===== src/rtl/alu_issue_sequencer_pkg.sv =====
// Shared definitions for the ALU issue sequencer.
//   - Default datapath and opcode widths. They match the global WORD_SIZE and
//     OP_SIZE defines used by the rest of the core.
//   - Sequencer state encoding.
//   - Opcode constants and a helper for building a no-write-back mask.
package alu_issue_sequencer_pkg;

  localparam int WORD_SIZE_DEF = 16;
  localparam int OP_SIZE_DEF   = 4;

  // Width of the ALU latency counter. ALU_LAT must be in 1..15.
  localparam int CNT_W = 4;

  typedef enum logic [1:0] {
    ST_IDLE = 2'd0,
    ST_EXEC = 2'd1,
    ST_WB   = 2'd2
  } seq_state_t;

  // Opcode map shared with decode. CMP and NOP retire without a write.
  localparam logic [OP_SIZE_DEF-1:0] OP_NOP = 4'h0;
  localparam logic [OP_SIZE_DEF-1:0] OP_ADD = 4'h1;
  localparam logic [OP_SIZE_DEF-1:0] OP_SUB = 4'h2;
  localparam logic [OP_SIZE_DEF-1:0] OP_CMP = 4'h3;
  localparam logic [OP_SIZE_DEF-1:0] OP_AND = 4'h4;
  localparam logic [OP_SIZE_DEF-1:0] OP_OR  = 4'h5;
  localparam logic [OP_SIZE_DEF-1:0] OP_XOR = 4'h6;

  // One-hot mask bit for an opcode. OR these together to build NOWB_MASK,
  // e.g. nowb_bit(OP_CMP) | nowb_bit(OP_NOP).
  function automatic logic [2**OP_SIZE_DEF-1:0] nowb_bit(
    input logic [OP_SIZE_DEF-1:0] op
  );
    logic [2**OP_SIZE_DEF-1:0] m;
    m     = '0;
    m[op] = 1'b1;
    return m;
  endfunction

endpackage


===== src/rtl/alu_issue_sequencer_lat_counter.sv =====
// alu_lat_counter: loadable down-counter that times the ALU latency.
//   i_clk      clock, rising edge
//   i_rst_n    asynchronous active-low reset (clears the count)
//   i_load     load i_load_val (this takes priority over decrement)
//   i_load_val value to load
//   i_dec      decrement by one
//   o_count    current count
//   o_zero     count is zero
module alu_lat_counter
  import alu_issue_sequencer_pkg::*;
#(
  parameter int W = CNT_W
) (
  input  logic         i_clk,
  input  logic         i_rst_n,
  input  logic         i_load,
  input  logic [W-1:0] i_load_val,
  input  logic         i_dec,
  output logic [W-1:0] o_count,
  output logic         o_zero
);

  logic [W-1:0] r_cnt;

  always_ff @(posedge i_clk or negedge i_rst_n) begin
    if (!i_rst_n)    r_cnt <= '0;
    else if (i_load) r_cnt <= i_load_val;
    else if (i_dec)  r_cnt <= r_cnt - 1'b1;
  end

  assign o_count = r_cnt;
  assign o_zero  = (r_cnt == '0);

endmodule


===== src/rtl/alu_issue_sequencer.sv =====
// alu_issue_sequencer: clocked operand-steering and write-back sequencer.
// It accepts one decoded instruction per handshake and drives registered
// operands and the opcode to the ALU. It waits ALU_LAT cycles, captures
// alu_out, then performs a handshaked register-file write. Opcodes flagged
// in NOWB_MASK retire without a write. So does a write to r0 when ZERO_RO=1.
// Ports:
//   i_tclk, i_rst_n               clock (rising edge), async active-low reset
//   i_issue_valid/o_issue_ready   issue handshake (ready only in IDLE)
//   i_sel, i_data1_out..3_out     opcode, destination field, operands A/B
//   o_alu_data_1/2, o_alu_op      registered ALU operands and opcode
//   i_alu_out                     ALU result
//   o_reg_on/o_reg_w/o_reg_addr/
//   o_reg_data_in, i_wb_ready     register-file write-back handshake
//   o_done                        one-cycle retire pulse
//   o_busy                        high outside IDLE
module alu_issue_sequencer
  import alu_issue_sequencer_pkg::*;
#(
  parameter int WORD_SIZE = WORD_SIZE_DEF,
  parameter int OP_SIZE   = OP_SIZE_DEF,
  parameter int ADDR_W    = 4,
  parameter int ALU_LAT   = 2,
  parameter logic [2**OP_SIZE-1:0] NOWB_MASK = '0,
  parameter bit ZERO_RO   = 1'b1
) (
  input  logic                 i_tclk,
  input  logic                 i_rst_n,
  input  logic                 i_issue_valid,
  output logic                 o_issue_ready,
  input  logic [OP_SIZE-1:0]   i_sel,
  input  logic [WORD_SIZE-1:0] i_data1_out,
  input  logic [WORD_SIZE-1:0] i_data2_out,
  input  logic [WORD_SIZE-1:0] i_data3_out,
  output logic [WORD_SIZE-1:0] o_alu_data_1,
  output logic [WORD_SIZE-1:0] o_alu_data_2,
  output logic [OP_SIZE-1:0]   o_alu_op,
  input  logic [WORD_SIZE-1:0] i_alu_out,
  output logic                 o_reg_on,
  output logic                 o_reg_w,
  output logic [ADDR_W-1:0]    o_reg_addr,
  output logic [WORD_SIZE-1:0] o_reg_data_in,
  input  logic                 i_wb_ready,
  output logic                 o_done,
  output logic                 o_busy
);

  // The counter starts at ALU_LAT-1, so it reaches zero on the edge where the
  // result is valid. That edge is exactly ALU_LAT edges after accept.
  localparam logic [CNT_W-1:0] LAT_LOAD = CNT_W'(ALU_LAT - 1);

  seq_state_t r_state, w_state_nxt;

  logic                 w_accept, w_sample, w_wb_fire;
  logic [CNT_W-1:0]     w_cnt;
  logic                 w_cnt_zero;
  logic [ADDR_W-1:0]    w_addr;
  logic                 w_nowb;

  logic [WORD_SIZE-1:0] r_alu_a, r_alu_b, r_wdata;
  logic [OP_SIZE-1:0]   r_alu_op;
  logic [ADDR_W-1:0]    r_addr;
  logic                 r_nowb, r_reg_on, r_reg_w, r_done;

  // Only the low ADDR_W bits of the destination field select a register.
  assign w_addr = i_data1_out[ADDR_W-1:0];
  assign w_nowb = NOWB_MASK[i_sel] | (ZERO_RO && (w_addr == '0));

  alu_lat_counter #(.W(CNT_W)) u_lat_cnt (
    .i_clk      (i_tclk),
    .i_rst_n    (i_rst_n),
    .i_load     (w_accept),
    .i_load_val (LAT_LOAD),
    .i_dec      ((r_state == ST_EXEC) && !w_cnt_zero),
    .o_count    (w_cnt),
    .o_zero     (w_cnt_zero)
  );

  always_ff @(posedge i_tclk or negedge i_rst_n) begin
    if (!i_rst_n) r_state <= ST_IDLE;
    else          r_state <= w_state_nxt;
  end

  always_comb begin
    w_state_nxt = r_state;
    w_accept    = 1'b0;
    w_sample    = 1'b0;
    w_wb_fire   = 1'b0;
    case (r_state)
      ST_IDLE: if (i_issue_valid) begin
        w_accept    = 1'b1;
        w_state_nxt = ST_EXEC;
      end
      ST_EXEC: if (w_cnt == '0) begin
        w_sample    = 1'b1;
        w_state_nxt = r_nowb ? ST_IDLE : ST_WB;
      end
      ST_WB: if (i_wb_ready) begin
        w_wb_fire   = 1'b1;
        w_state_nxt = ST_IDLE;
      end
      default: w_state_nxt = ST_IDLE;
    endcase
  end

  // ALU operands and the opcode are not cleared on return to IDLE. They hold
  // their last values so the ALU inputs do not toggle when idle.
  always_ff @(posedge i_tclk or negedge i_rst_n) begin
    if (!i_rst_n) begin
      r_alu_a  <= '0;
      r_alu_b  <= '0;
      r_alu_op <= '0;
      r_addr   <= '0;
      r_nowb   <= 1'b0;
      r_wdata  <= '0;
      r_reg_on <= 1'b0;
      r_reg_w  <= 1'b0;
      r_done   <= 1'b0;
    end else begin
      r_done <= 1'b0;
      if (w_accept) begin
        r_alu_a  <= i_data2_out;
        r_alu_b  <= i_data3_out;
        r_alu_op <= i_sel;
        r_addr   <= w_addr;
        r_nowb   <= w_nowb;
      end
      if (w_sample) begin
        r_wdata <= i_alu_out;
        if (r_nowb) begin
          r_done <= 1'b1;
        end else begin
          r_reg_on <= 1'b1;
          r_reg_w  <= 1'b1;
        end
      end
      if (w_wb_fire) begin
        r_reg_on <= 1'b0;
        r_reg_w  <= 1'b0;
        r_done   <= 1'b1;
      end
    end
  end

  assign o_issue_ready = (r_state == ST_IDLE);
  assign o_busy        = (r_state != ST_IDLE);
  assign o_alu_data_1  = r_alu_a;
  assign o_alu_data_2  = r_alu_b;
  assign o_alu_op      = r_alu_op;
  assign o_reg_on      = r_reg_on;
  assign o_reg_w       = r_reg_w;
  assign o_reg_addr    = r_addr;
  assign o_reg_data_in = r_wdata;
  assign o_done        = r_done;

endmodule


===== config.mk =====
export PLATFORM = sky130hd
export DESIGN_NAME = alu_issue_sequencer
export DESIGN_NICKNAME = d
export VERILOG_FILES = /design/src/rtl/alu_issue_sequencer_pkg.sv /design/src/rtl/alu_issue_sequencer_lat_counter.sv /design/src/rtl/alu_issue_sequencer.sv
export SDC_FILE = /design/constraint.sdc
export NUM_CORES = 1
export LEC_CHECK = 0
export ABC_AREA = 1
export CORE_UTILIZATION = 35
export DETAILED_ROUTE_END_ITERATION = 12
export GPL_TIMING_DRIVEN = 0
export PLACE_DENSITY = 0.72
export SKIP_CTS_REPAIR_TIMING = 1
export SYNTH_ARGS = -nofsm -noshare
export SYNTH_HDL_FRONTEND = slang
export SYNTH_SLANG_ARGS = --single-unit

===== constraint.sdc =====
create_clock -name i_tclk -period 2.5 [get_ports i_tclk]
set_input_delay 0.5 -clock i_tclk [delete_from_list [all_inputs] [get_ports i_tclk]]
set_output_delay 0.5 -clock i_tclk [all_outputs]
set_load 0.02 [all_outputs]

### After elaboration in Yosys (flattened, before gate mapping)

Memory sizes are Yosys's and may differ from the RTL's.
Cells that the tools add are included.

| storage, ports and cells | value |
|---|---|
| register bits after elaboration | 65 |
| bits in latches | 0 |
| memory bits (writable) | 0 |
| ROM bits | 16 |
| input bits | 72 |
| output and inout port bits | 61 |
| logic and storage cells | 50 |
| memories kept | 1 |

Memories:

| name | words | bits a word | rd ports | clocked after memory_dff | wr ports | RTL line | text |
|---|---|---|---|---|---|---|---|
| (no name shown) | 16 | 1 | 1 | 0 | 0 | alu_issue_sequencer.sv:66 | `assign w_nowb = NOWB_MASK[i_sel] \| (ZERO_RO && (w_addr == '0));` |

| operators by class | value |
|---|---|
| add/subtract/negate cells | 1 |
| $mul | 0 |
| divide/modulo/power cells | 0 |
| order comparisons | 1 |
| equal/unequal tests | 6 |
| shift operators | 0 |
| multiplexer cells | 20 |
| bitwise operators | 1 |
| reduce and logical (&&, ||, !) cells | 10 |

Operator list:

| kind | count |
|---|---|
| 1-bit two-way mux | 13 |
| 4-bit zero test | 2 |
| 2-bit two-way mux | 4 |
| 4-bit two-way mux | 2 |
| 2-bit != test, second input constant | 4 |
| 2-bit one-hot mux with 3 select lines | 1 |
| 2-bit nonzero test | 3 |
| 4-bit by 5-bit < comparator with 1-bit output, second input constant | 1 |
| 4-bit by 1-bit subtractor with 4-bit output, second input constant | 1 |
| 3-bit AND reduction | 1 |
| 2-bit by 1-bit == test with 1-bit output, second input constant | 1 |
| 2-bit == test, second input constant | 1 |
| 2-bit zero test | 1 |
| 2-bit AND reduction | 1 |
| 1-bit logical AND | 1 |
| 1-bit zero test | 1 |
| 1-bit OR | 1 |

### Logic depth before layout (Yosys ltp)

Gate-level depths: netlist of the first run.

| logic depth | value |
|---|---|
| depth after elaboration | 5 |
| gate-level depth with buffers | 8 |
| depth with buffers taken out | 8 |

### Cells and area by module

Synthesis of the first run repeated with hierarchy kept, for this count alone.

| unflattened totals | value |
|---|---|
| cells, all modules | 301 |
| area, all modules | 2671.3 um^2 |

Modules (own cells, without submodules):

| module | instances | cells an instance | area an instance (um^2) | seq. area each (um^2) |
|---|---|---|---|---|
| alu_issue_sequencer | 1 | 268 | 2434.8 | 1526.5 |
| alu_lat_counter | 1 | 33 | 236.5 | 100.1 |

### Worst setup path after synthesis of the first run

No wires, ideal clock.

| path | value |
|---|---|
| path type | flip-flop to output port |
| start | register r_state[0] |
| end | output port o_busy |
| arrival time | 0.753 ns |
| data required time | 2.000 ns |
| slack | 1.247 ns |
| cell stages (with the launch flop) | 3 |
| buffers on the path | 0 |
| cells stage by stage | dfrtp_1 -> nor2_4 -> inv_1 |

| on the way | value |
|---|---|
| cells in the longest elaborated chain, start to end | 1 |

Ends and longest elaborated chain:

| element | RTL line | text |
|---|---|---|
| from (decl) | alu_issue_sequencer.sv:51 | `seq_state_t r_state, w_state_nxt;` |
| from (signal assigned) | alu_issue_sequencer.sv:80 | `else r_state <= w_state_nxt;` |
| 2-bit nonzero test | alu_issue_sequencer.sv:145 | `assign o_busy = (r_state != ST_IDLE);` |
| to (decl) | alu_issue_sequencer.sv:44 | `output logic o_busy` |

No other way between the ends.

### Final worst setup path of the first run

| path | value |
|---|---|
| start | register r_state[0] |
| end | output port o_issue_ready |

| on the way | value |
|---|---|
| cells in the longest elaborated chain, start to end | 1 |

Ends and longest elaborated chain:

| element | RTL line | text |
|---|---|---|
| 2-bit zero test | alu_issue_sequencer.sv:144 | `assign o_issue_ready = (r_state == ST_IDLE);` |
| to (decl) | alu_issue_sequencer.sv:29 | `output logic o_issue_ready,` |

No other way between the ends.

==> impl_metrics.ini, run 1 <==
[grt]
grt_pass1_wl_um = 9930
grt_max_degree = 66
use_met2_pct = 27.5
globalRouteOverflowTotal = 0
grt.busiest_layer = met2
grt_pass1_vias = 2188
grt_util_met3_pct = 5.08
grt_antenna_before_repair = 0
use_met1_pct = 20.1
grt_usage_pct = 16.7

[clock_network]
clk-insertion-delay-late_ps = 320
cts_root_buf = clkbuf_8
cts_tree = yes
htree_levels = 3
cts.clk_slew.worst_paths_ps = 70
cts_sinks = 65
cts_max_path_buffers = 2
cts_made_buffers = 9

[layout]
area_delta_synth_final_pct = 56.5
multi_input_area_sq_um = 847
final_common_cell = nand2_1
drive_above_1_share_pct = 11.5
diodes = 0
final_core_util_pct = 57.2
nNetsFinal = 494
regArea_sq_um = 1630
fillers = 625
final_cell_mix = 140 x nand2_1, 119 x clkdlybuf4s50_1, 65 x dfrtp_1
final_cell_count_no_fill = 524

[timing]
fin_crit_ps = 2020
setup_viol = 0
maxSlewViolCount = 0
worst_slew_pin_slew_ps = 817
fin_skew_ps = 4.97
slew_headroom_pct = 45.6
clock.fmax_mhz = 495
hold_violations = 0
rsz0062_at_grt = false
holdWs_ps = 251
min_period_over_period_pct = 80.9

[floorplanning]
initial_core_util_pct = 36.6
die-area_sq_um = 8010
num_rows = 31
fp.dieH_um = 89.5
io_pins = 133
die_x_um = 89.5
core_region_area_sq_um = 7330

[logic_synthesis]
yosys.area_share.simple_pct = 22.9
synth_xor_area_share_pct = 0.327
synth-compound-area-share_pct = 7.47
synth_cell_types = 25
postSynthAreaPerCell_sq_um = 9.27
synth_fa_ha_area_share_pct = 0.934
synth_seq_cells = 65
synthCells = 289
synthMuxAreaShare_pct = 0
synth_top_family_by_area = simple AND/OR/NAND/NOR gates
synth-seq-area-share_pct = 60.7
syn-cell-area_sq_um = 2680
yosysWarnings = 0
synthesis.nets = 363

[run]
max_cap_violations = 0

[setup_path]
critPathKind = flip-flop to primary output
cp_data_arrival_time_ps = 1520
endpoint_kind = primary output
worstPathMaxFanout = 4
crit_required_ps = 2000
worstSetupStartpointType = flip-flop

[status]
status = finished, final reports clean

[power]
ir_worst_vdd_mv = 0.532
pwr-share-seq_pct = 32.9
p_sw_uw = 2220
power_leakage_uw = 0.00208
clock_power_share_pct = 15.1
combPwrFrac_pct = 52.0
power.density_nw_per_um2 = 1330
power.total_uw = 5560
switching_share_pct = 39.9
p_int_uw = 3340

[drt]
drt-initial-drc-count = 93
drc = 0
ant_nets = 0
finalWirelength_um = 6490
wire_per_inst_um = 12.4
avgViaCountPerCell = 4.41
via_count = 2309
dr.pass1.iters = 4

[place]
placement.io_buffers = 120
gp_congestion = 0.809
dpl.hpwl_um = 4650
dpl.cell_count = 508

[worst_hold_path]
hp-class = input pin to async pin
power groups by stage:
stage                     clock network, uW  registers (uW)  logic [uW]
after CTS                               867            1830        2940
after global routing                    910            1890        3150
after detailed placement                  0            1830        2930
after floorplan                           0            2370        1060
final                                   839            1830        2890
after global placement                    0            1830        2870
area by class of cell:
cell class | instances | area share [%]
clock inverter | 2 | 0.239
inverter | 30 | 2.68
timing repair buffer | 120 | 28.6
buffer | 12 | 2.24
multi-input combinational | 182 | 20.2
clock buffer | 14 | 4.35
sequential | 65 | 38.8
tap | 99 | 2.95
Yosys cell counts:
cell        n  area share, %
buf_2       6            1.1
a21oi_1     1           0.19
dfrtp_1    65             61
inv_1      28            3.9
buf_4       1           0.28
nor2_4      1           0.42
or2_1       1           0.23
ha_1        2           0.93
o31ai_1     1           0.28
nor2_1      2           0.28
nand2_1   140             20
o21ai_0     5           0.93
a21boi_0    1           0.28
nand3_4     1           0.65
o22ai_1     1           0.23
buf_6       5            2.1
o21ai_2    15            4.9
o21ai_1     2           0.37
xor2_1      1           0.33
nor2_2      1           0.23
nand3_1     3           0.56
nand2_4     1           0.42
inv_2       2           0.28
nand4_1     2           0.47
o21a_1      1           0.28
per-stage QoR:
stage | area [sq um] | TNS [ps] | setup WS, ps
CTS | 4200 | 0 | 459
finish | 4200 | 0 | 478
detailed placement | 4000 | 0 | 792
global route | 4200 | 0 | 410
floorplan | 2680 | 0 | 1250
global placement | 4010 | -80740 | -1240
sequential cells by signal, summed over array words and instances (netlist names):
name / cells
o_alu_data_1: 16
o_alu_data_2: 16
o_reg_data_in: 16
o_alu_op: 4
o_reg_addr: 4
u_lat_cnt.o_count: 4
r_state: 2
o_done: 1
o_reg_w: 1
r_nowb: 1
layer usage:
layer | routed length (um) | vias up
met5 | 0 | -
met1 | 2900 | 1072
li1 | - | 1136
met2 | 2990 | 97
met4 | 55 | 0
met3 | 546 | 4
cell families after synthesis:
logic type,after synthesis
AO/OA/AOI/OAI,27
buffers and inverters,42
AND/OR/NAND/NOR,152
adder cells (fa/ha/maj),2
XOR/XNOR,1
flip-flops,65
final timing paths:
kind                                            from                 to  slack [ps]  cells past startpoint
worst max register to register  u_lat_cnt.o_count[0]  o_reg_data_in[11]        1150                      6
min in group i_tclk                  o_alu_data_2[0]    o_alu_data_2[0]         480                      2
worst min-delay path                         i_rst_n  o_reg_data_in[14]         250                      1
max in group asynchronous                    i_rst_n  o_reg_data_in[11]        1690                      1
worst min register to register       o_alu_data_2[0]    o_alu_data_2[0]         480                      2
worst max-delay path                      r_state[0]      o_issue_ready         480                      2
worst max-delay path, stage by stage (launching register included):
cell             delay, ps
dfrtp_1                430
nor2_4                 140
clkdlybuf4s50_1        620
(Power assumes the default switching activity.)
==> inputs of run 2 (changes only) <==
Settings changed: PLACE_DENSITY 0.72 to 0.75.
Clock period 2.5 ns to 1.72 ns, I/O delays scaled along.
==> run 2 against run 1 <==
- via count is 0.78% higher
- clock power rose by 35%
- critical path depth fell by 1
- clock skew down 1.7 ps
==> impl_metrics.ini, run 2 (synthesized netlist as in run 1, its figures left out) <==
[status]
status = finished, final reports clean

[clock_network]
clk-insertion-delay-late_ps = 330
cts_made_buffers = 9
cts.clk_slew.worst_paths_ps = 70
cts_max_path_buffers = 2
cts_tree = yes
cts_root_buf = clkbuf_8
htree_levels = 3
cts_sinks = 65

[timing]
hold_violations = 0
tns_ps = 0
maxSlewViolCount = 0
holdWs_ps = 104
setup_slack_ps = 57.2
fin_crit_ps = 1660
setup_viol = 0
slew_headroom_pct = 47.6
clock.fmax_mhz = 601
min_period_over_period_pct = 96.7
rsz0062_at_grt = false
fin_skew_ps = 3.23
worst_slew_pin_slew_ps = 787

[power]
power.density_nw_per_um2 = 1910
power_leakage_uw = 0.00210
power.total_uw = 7980
ir_worst_vdd_mv = 0.929

[drt]
wire_per_inst_um = 11.9
drt-initial-drc-count = 82
drc = 0
dr.pass1.iters = 4
finalWirelength_um = 6210
via_count = 2327
ant_nets = 0
avgViaCountPerCell = 4.44

[layout]
nNetsFinal = 494
final_common_cell = nand2_1
diodes = 0
drive_above_1_share_pct = 11.3
area_delta_synth_final_pct = 56.2
fillers = 641
final_cell_mix = 140 x nand2_1, 115 x clkdlybuf4s50_1, 65 x dfrtp_1

[floorplanning]
die-area_sq_um = 8010
initial_core_util_pct = 36.6
num_rows = 31
core_region_area_sq_um = 7330
io_pins = 133
die_x_um = 89.5
fp.dieH_um = 89.5

[setup_path]
worstSetupStartpointType = flip-flop
crit_required_ps = 1380
worstPathCellList = clkdlybuf4s50_1
cp_top_family = buffers and inverters
cp_data_arrival_time_ps = 1320
critPathKind = flip-flop to primary output
endpoint_kind = primary output
critPathSlowestCell = clkdlybuf4s50_1
crit_buf_inv = 1
cpPeakStageDelay_ps = 630
worstPathMaxFanout = 2

[run]
max_cap_violations = 0

[place]
placement.io_buffers = 120
place_ws_ps = 161
gp_congestion = 0.764
dpl.hpwl_um = 4520

[grt]
globalRouteOverflowTotal = 0
grt_pass1_wl_um = 9720
grt_usage_pct = 16.2
grt_max_degree = 66
grt_antenna_before_repair = 0
grt_pass1_vias = 2217

[worst_hold_path]
hp-class = input pin to async pin
run 2: changes by cell type in the layout (fill, tap and decap cells not counted), sizes merged:
cell           before  now
clkbuf             14   13
clkdlybuf4s50     119  115
clkinv              2    3
dlymetal6s2s        0    4
run 2: final cells by class:
type | count | area (sq um) | area share, %
well taps | 99 | 124 | 2.96
repair buffers | 120 | 1210 | 28.9
multi-input cells | 182 | 847 | 20.2
inverters | 30 | 113 | 2.69
clock inverters | 3 | 15.0 | 0.359
plain buffers | 12 | 93.8 | 2.24
clock buffers | 13 | 159 | 3.80
flip-flops and latches | 65 | 1630 | 38.9
run 2: layer usage:
metal  up-vias  global-route usage, %  share of wire, %
met4         0                   5.77               1.2
met5         -                      0                 0
met3        10                   6.93               8.9
met1      1088                   18.1                42
li1       1144                      -                 -
met2        85                   27.6                48
run 2: final timing paths:
check | start | endpoint | slack, ps | depth (start not counted)
setup reg to reg | u_lat_cnt.o_count[0] | o_reg_data_in[1] | 380 | 6
max in group asynchronous | i_rst_n | o_alu_data_1[15] | 1100 | 1
hold / removal | i_rst_n | o_reg_w | 100 | 1
min in group i_tclk | o_alu_op[1] | o_alu_op[1] | 480 | 2
hold reg to reg | o_alu_op[1] | o_alu_op[1] | 480 | 2
setup / recovery | o_reg_addr[2] | o_reg_addr[2] | 60 | 1
run 2: stage by stage:
step | utilization [%] | cells | cell area (sq um)
finish | 57.1 | 524 | 4190
global route | 57.1 | 524 | 4190
global placement | 54.6 | 508 | 4010
CTS | 57.0 | 524 | 4180
floorplan | - | 289 | 2680
detailed placement | 54.6 | 508 | 4000
run 2: report_power, final:
part / switching, uW / internal [uW] / leakage [uW]
Combinational: 2270 / 1920 / 0.00120
Sequential: 397 / 2260 / 0.000805
Clock: 538 / 596 / 0.0000932
run 2: worst reg2reg max path, delay by kind of cell (launching register included):
| family | cells | cell delay [ps] |
|---|---|---|
| AO/OA/AOI/OAI | 1 | 50 |
| buffers and inverters | 2 | 320 |
| adder cells (fa/ha/maj) | 1 | 280 |
| AND/OR/NAND/NOR | 2 | 220 |
| flip-flops | 1 | 360 |
==> inputs of run 3 (changes only) <==
Settings changed: SYNTH_HIERARCHICAL set to 1.
==> run 3 against run 2 <==
- count of clock-buffer cells in the layout decreased by 3
- total power increased by 5.1%
- combinational power decreased by 3%
- synthesized area decreased by 0.33%
- die area decreased by 0.31%
- sequential share of layout area decreased by 0.73 points
- first-iteration DRC count decreased by 26%
- sequential cell count unchanged
- sequential power increased by 2%
- critical path type unchanged
- highest routed layer unchanged
==> impl_metrics.ini, run 3 <==
[floorplanning]
io_pins = 133
num_rows = 31
die-area_sq_um = 7990
die_x_um = 89.4
initial_core_util_pct = 36.4
fp.dieH_um = 89.4
core_region_area_sq_um = 7330

[place]
dpl.hpwl_um = 4470
dpl.cell_count = 522
placement.io_buffers = 120
dpl-instance-area_sq_um = 4000
gp_congestion = 0.736

[drt]
wire_per_inst_um = 11.5
dr.pass1.iters = 4
avgViaCountPerCell = 4.28
via_count = 2302
ant_nets = 0
drc = 0
drt-initial-drc-count = 61
finalWirelength_um = 6190

[logic_synthesis]
synth_xor_area_share_pct = 0.328
async_flop_share_pct = 100
synth_fa_ha_area_share_pct = 0.468
synthTopCellsByCount = 143 x nand2_1, 65 x dfrtp_1, 30 x inv_1, 20 x o21ai_1, 7 x nand3_1
yosysWarnings = 6
synth_cell_types = 26
yosysTopAreaCell = dfrtp_1
synthCells = 301
postSynthAreaPerCell_sq_um = 8.87
synth-edff-count = 0
synthMuxAreaShare_pct = 0
synth-seq-area-share_pct = 60.9
synth-compound-area-share_pct = 5.01
yosysTopAreaCellShare_pct = 60.9
synth_area_leaders = dfrtp_1 61%, nand2_1 20%, inv_1 4.2%
synth.most_common_cell = nand2_1
synthFlopType = dfrtp_1
yosys.area_share.simple_pct = 24.8
syn-cell-area_sq_um = 2670
synth_seq_cells = 65
synth_top_family_by_area = simple AND/OR/NAND/NOR gates

[timing]
fin_crit_ps = 1660
rsz0062_at_grt = false
holdWs_ps = 112
setup_viol = 0
maxSlewViolCount = 0
slew_headroom_pct = 46.7
fin_skew_ps = 8.51
hold_violations = 0
tns_ps = 0
worst_slew_pin_slew_ps = 800
clock.fmax_mhz = 604
min_period_over_period_pct = 96.3

[clock_network]
clk-insertion-delay-late_ps = 330
cts_root_buf = clkbuf_8
cts_made_buffers = 9
cts_max_path_buffers = 2
htree_levels = 3
cts_tree = yes
cts_sinks = 65
cts.clk_slew.worst_paths_ps = 70

[setup_path]
cp_top_family = buffers and inverters
critPathSlowestCell = clkdlybuf4s50_1
crit_cells = 1
worstPathMaxFanout = 2
critPathKind = flip-flop to primary output
endpoint_kind = primary output
cpPeakStageDelay_ps = 620
r2r_slack_ps = 210
cp_data_arrival_time_ps = 1310
rr_worst_depth = 7
crit_buf_inv = 1
worstPathCellList = clkdlybuf4s50_1
worstSetupStartpointType = flip-flop
crit_required_ps = 1380

[layout]
drive_above_1_share_pct = 8.66
final_cell_count_no_fill = 538
final_common_cell = nand2_1
final_area_sq_um = 4270
fillers = 644
nNetsFinal = 507
diodes = 0
final_cell_mix = 143 x nand2_1, 114 x clkdlybuf4s50_1, 64 x dfrtp_1
area_delta_synth_final_pct = 59.9

[worst_hold_path]
hp-class = input pin to async pin

[power]
power.density_nw_per_um2 = 1960
ir_worst_vdd_mv = 1.06
power.total_uw = 8380
power_leakage_uw = 0.00216

[grt]
grt_util_met3_pct = 3.79
use_met1_pct = 20.3
globalRouteOverflowTotal = 0
grt_usage_pct = 15.7
grt_antenna_before_repair = 0
use_met2_pct = 25.2
grt_pass1_vias = 2096
grt_pass1_wl_um = 9510
grt_max_degree = 66
grt.busiest_layer = met2

[run]
max_cap_violations = 0

[status]
status = finished, final reports clean
[run 3: cell types whose count changed after synthesis, moves of 3 or more]
cell and change:
nand2_1 +3, nand3_1 +4, nor2_1 +3, o21ai_0 -5, o21ai_1 +18, o21ai_2 -15
[run 3: final timing paths]
check	startpoint	to
hold / removal	i_rst_n	o_reg_data_in[2]
hold reg to reg	o_alu_data_2[15]	o_alu_data_2[15]
setup / recovery	o_alu_data_1[15]	o_alu_data_1[15]
setup reg to reg	r_state[0]	u_lat_cnt/o_count[3]
max in group asynchronous	i_rst_n	r_state[1]
min in group i_tclk	o_alu_data_2[15]	o_alu_data_2[15]
[run 3: area by class of cell]
cell class | count | area (sq um) | share of cell area [%]
tap | 99 | 124 | 2.90
timing repair buffer | 120 | 1210 | 28.4
sequential | 65 | 1630 | 38.1
clock inverter | 6 | 115 | 2.70
inverter | 33 | 126 | 2.96
multi-input combinational | 193 | 835 | 19.5
clock buffer | 10 | 138 | 3.22
buffer | 12 | 93.8 | 2.20
[run 3: cell families after synthesis]
kind of cell | after synthesis
and+or+nand+nor | 162
other | 2
buffers and inverters | 45
DFF | 65
xor gates and xnor gates | 1
AOI/OAI and AO/OA | 25
adders and majority gates | 1
[run 3: routing by layer]
metal | vias up | share of wire, % | routed length (um)
met1 | 1036 | 45 | 2760
met3 | 9 | 7.0 | 433
li1 | 1171 | - | -
met5 | - | 0 | 0
met4 | 0 | 1.3 | 83
met2 | 86 | 47 | 2920
[run 3: power breakdown]
part	total, uW	internal, uW	switching (uW)	leakage [uW]
logic	4080	1880	2190	0.00124
clock network	1600	1010	595	0.000123
registers	2710	2270	436	0.000798
total	8380	5160	3220	0.00216
[run 3: stage by stage]
step / utilization [%] / worst slack, ps
3_5_place_dp: 54.6 / -110
6_report: 58.3 / 63.6
2_1_floorplan: - / 332
3_3_place_gp: 54.6 / -1810
4_1_cts: 58.0 / -234
5_1_grt: 58.3 / 7.96
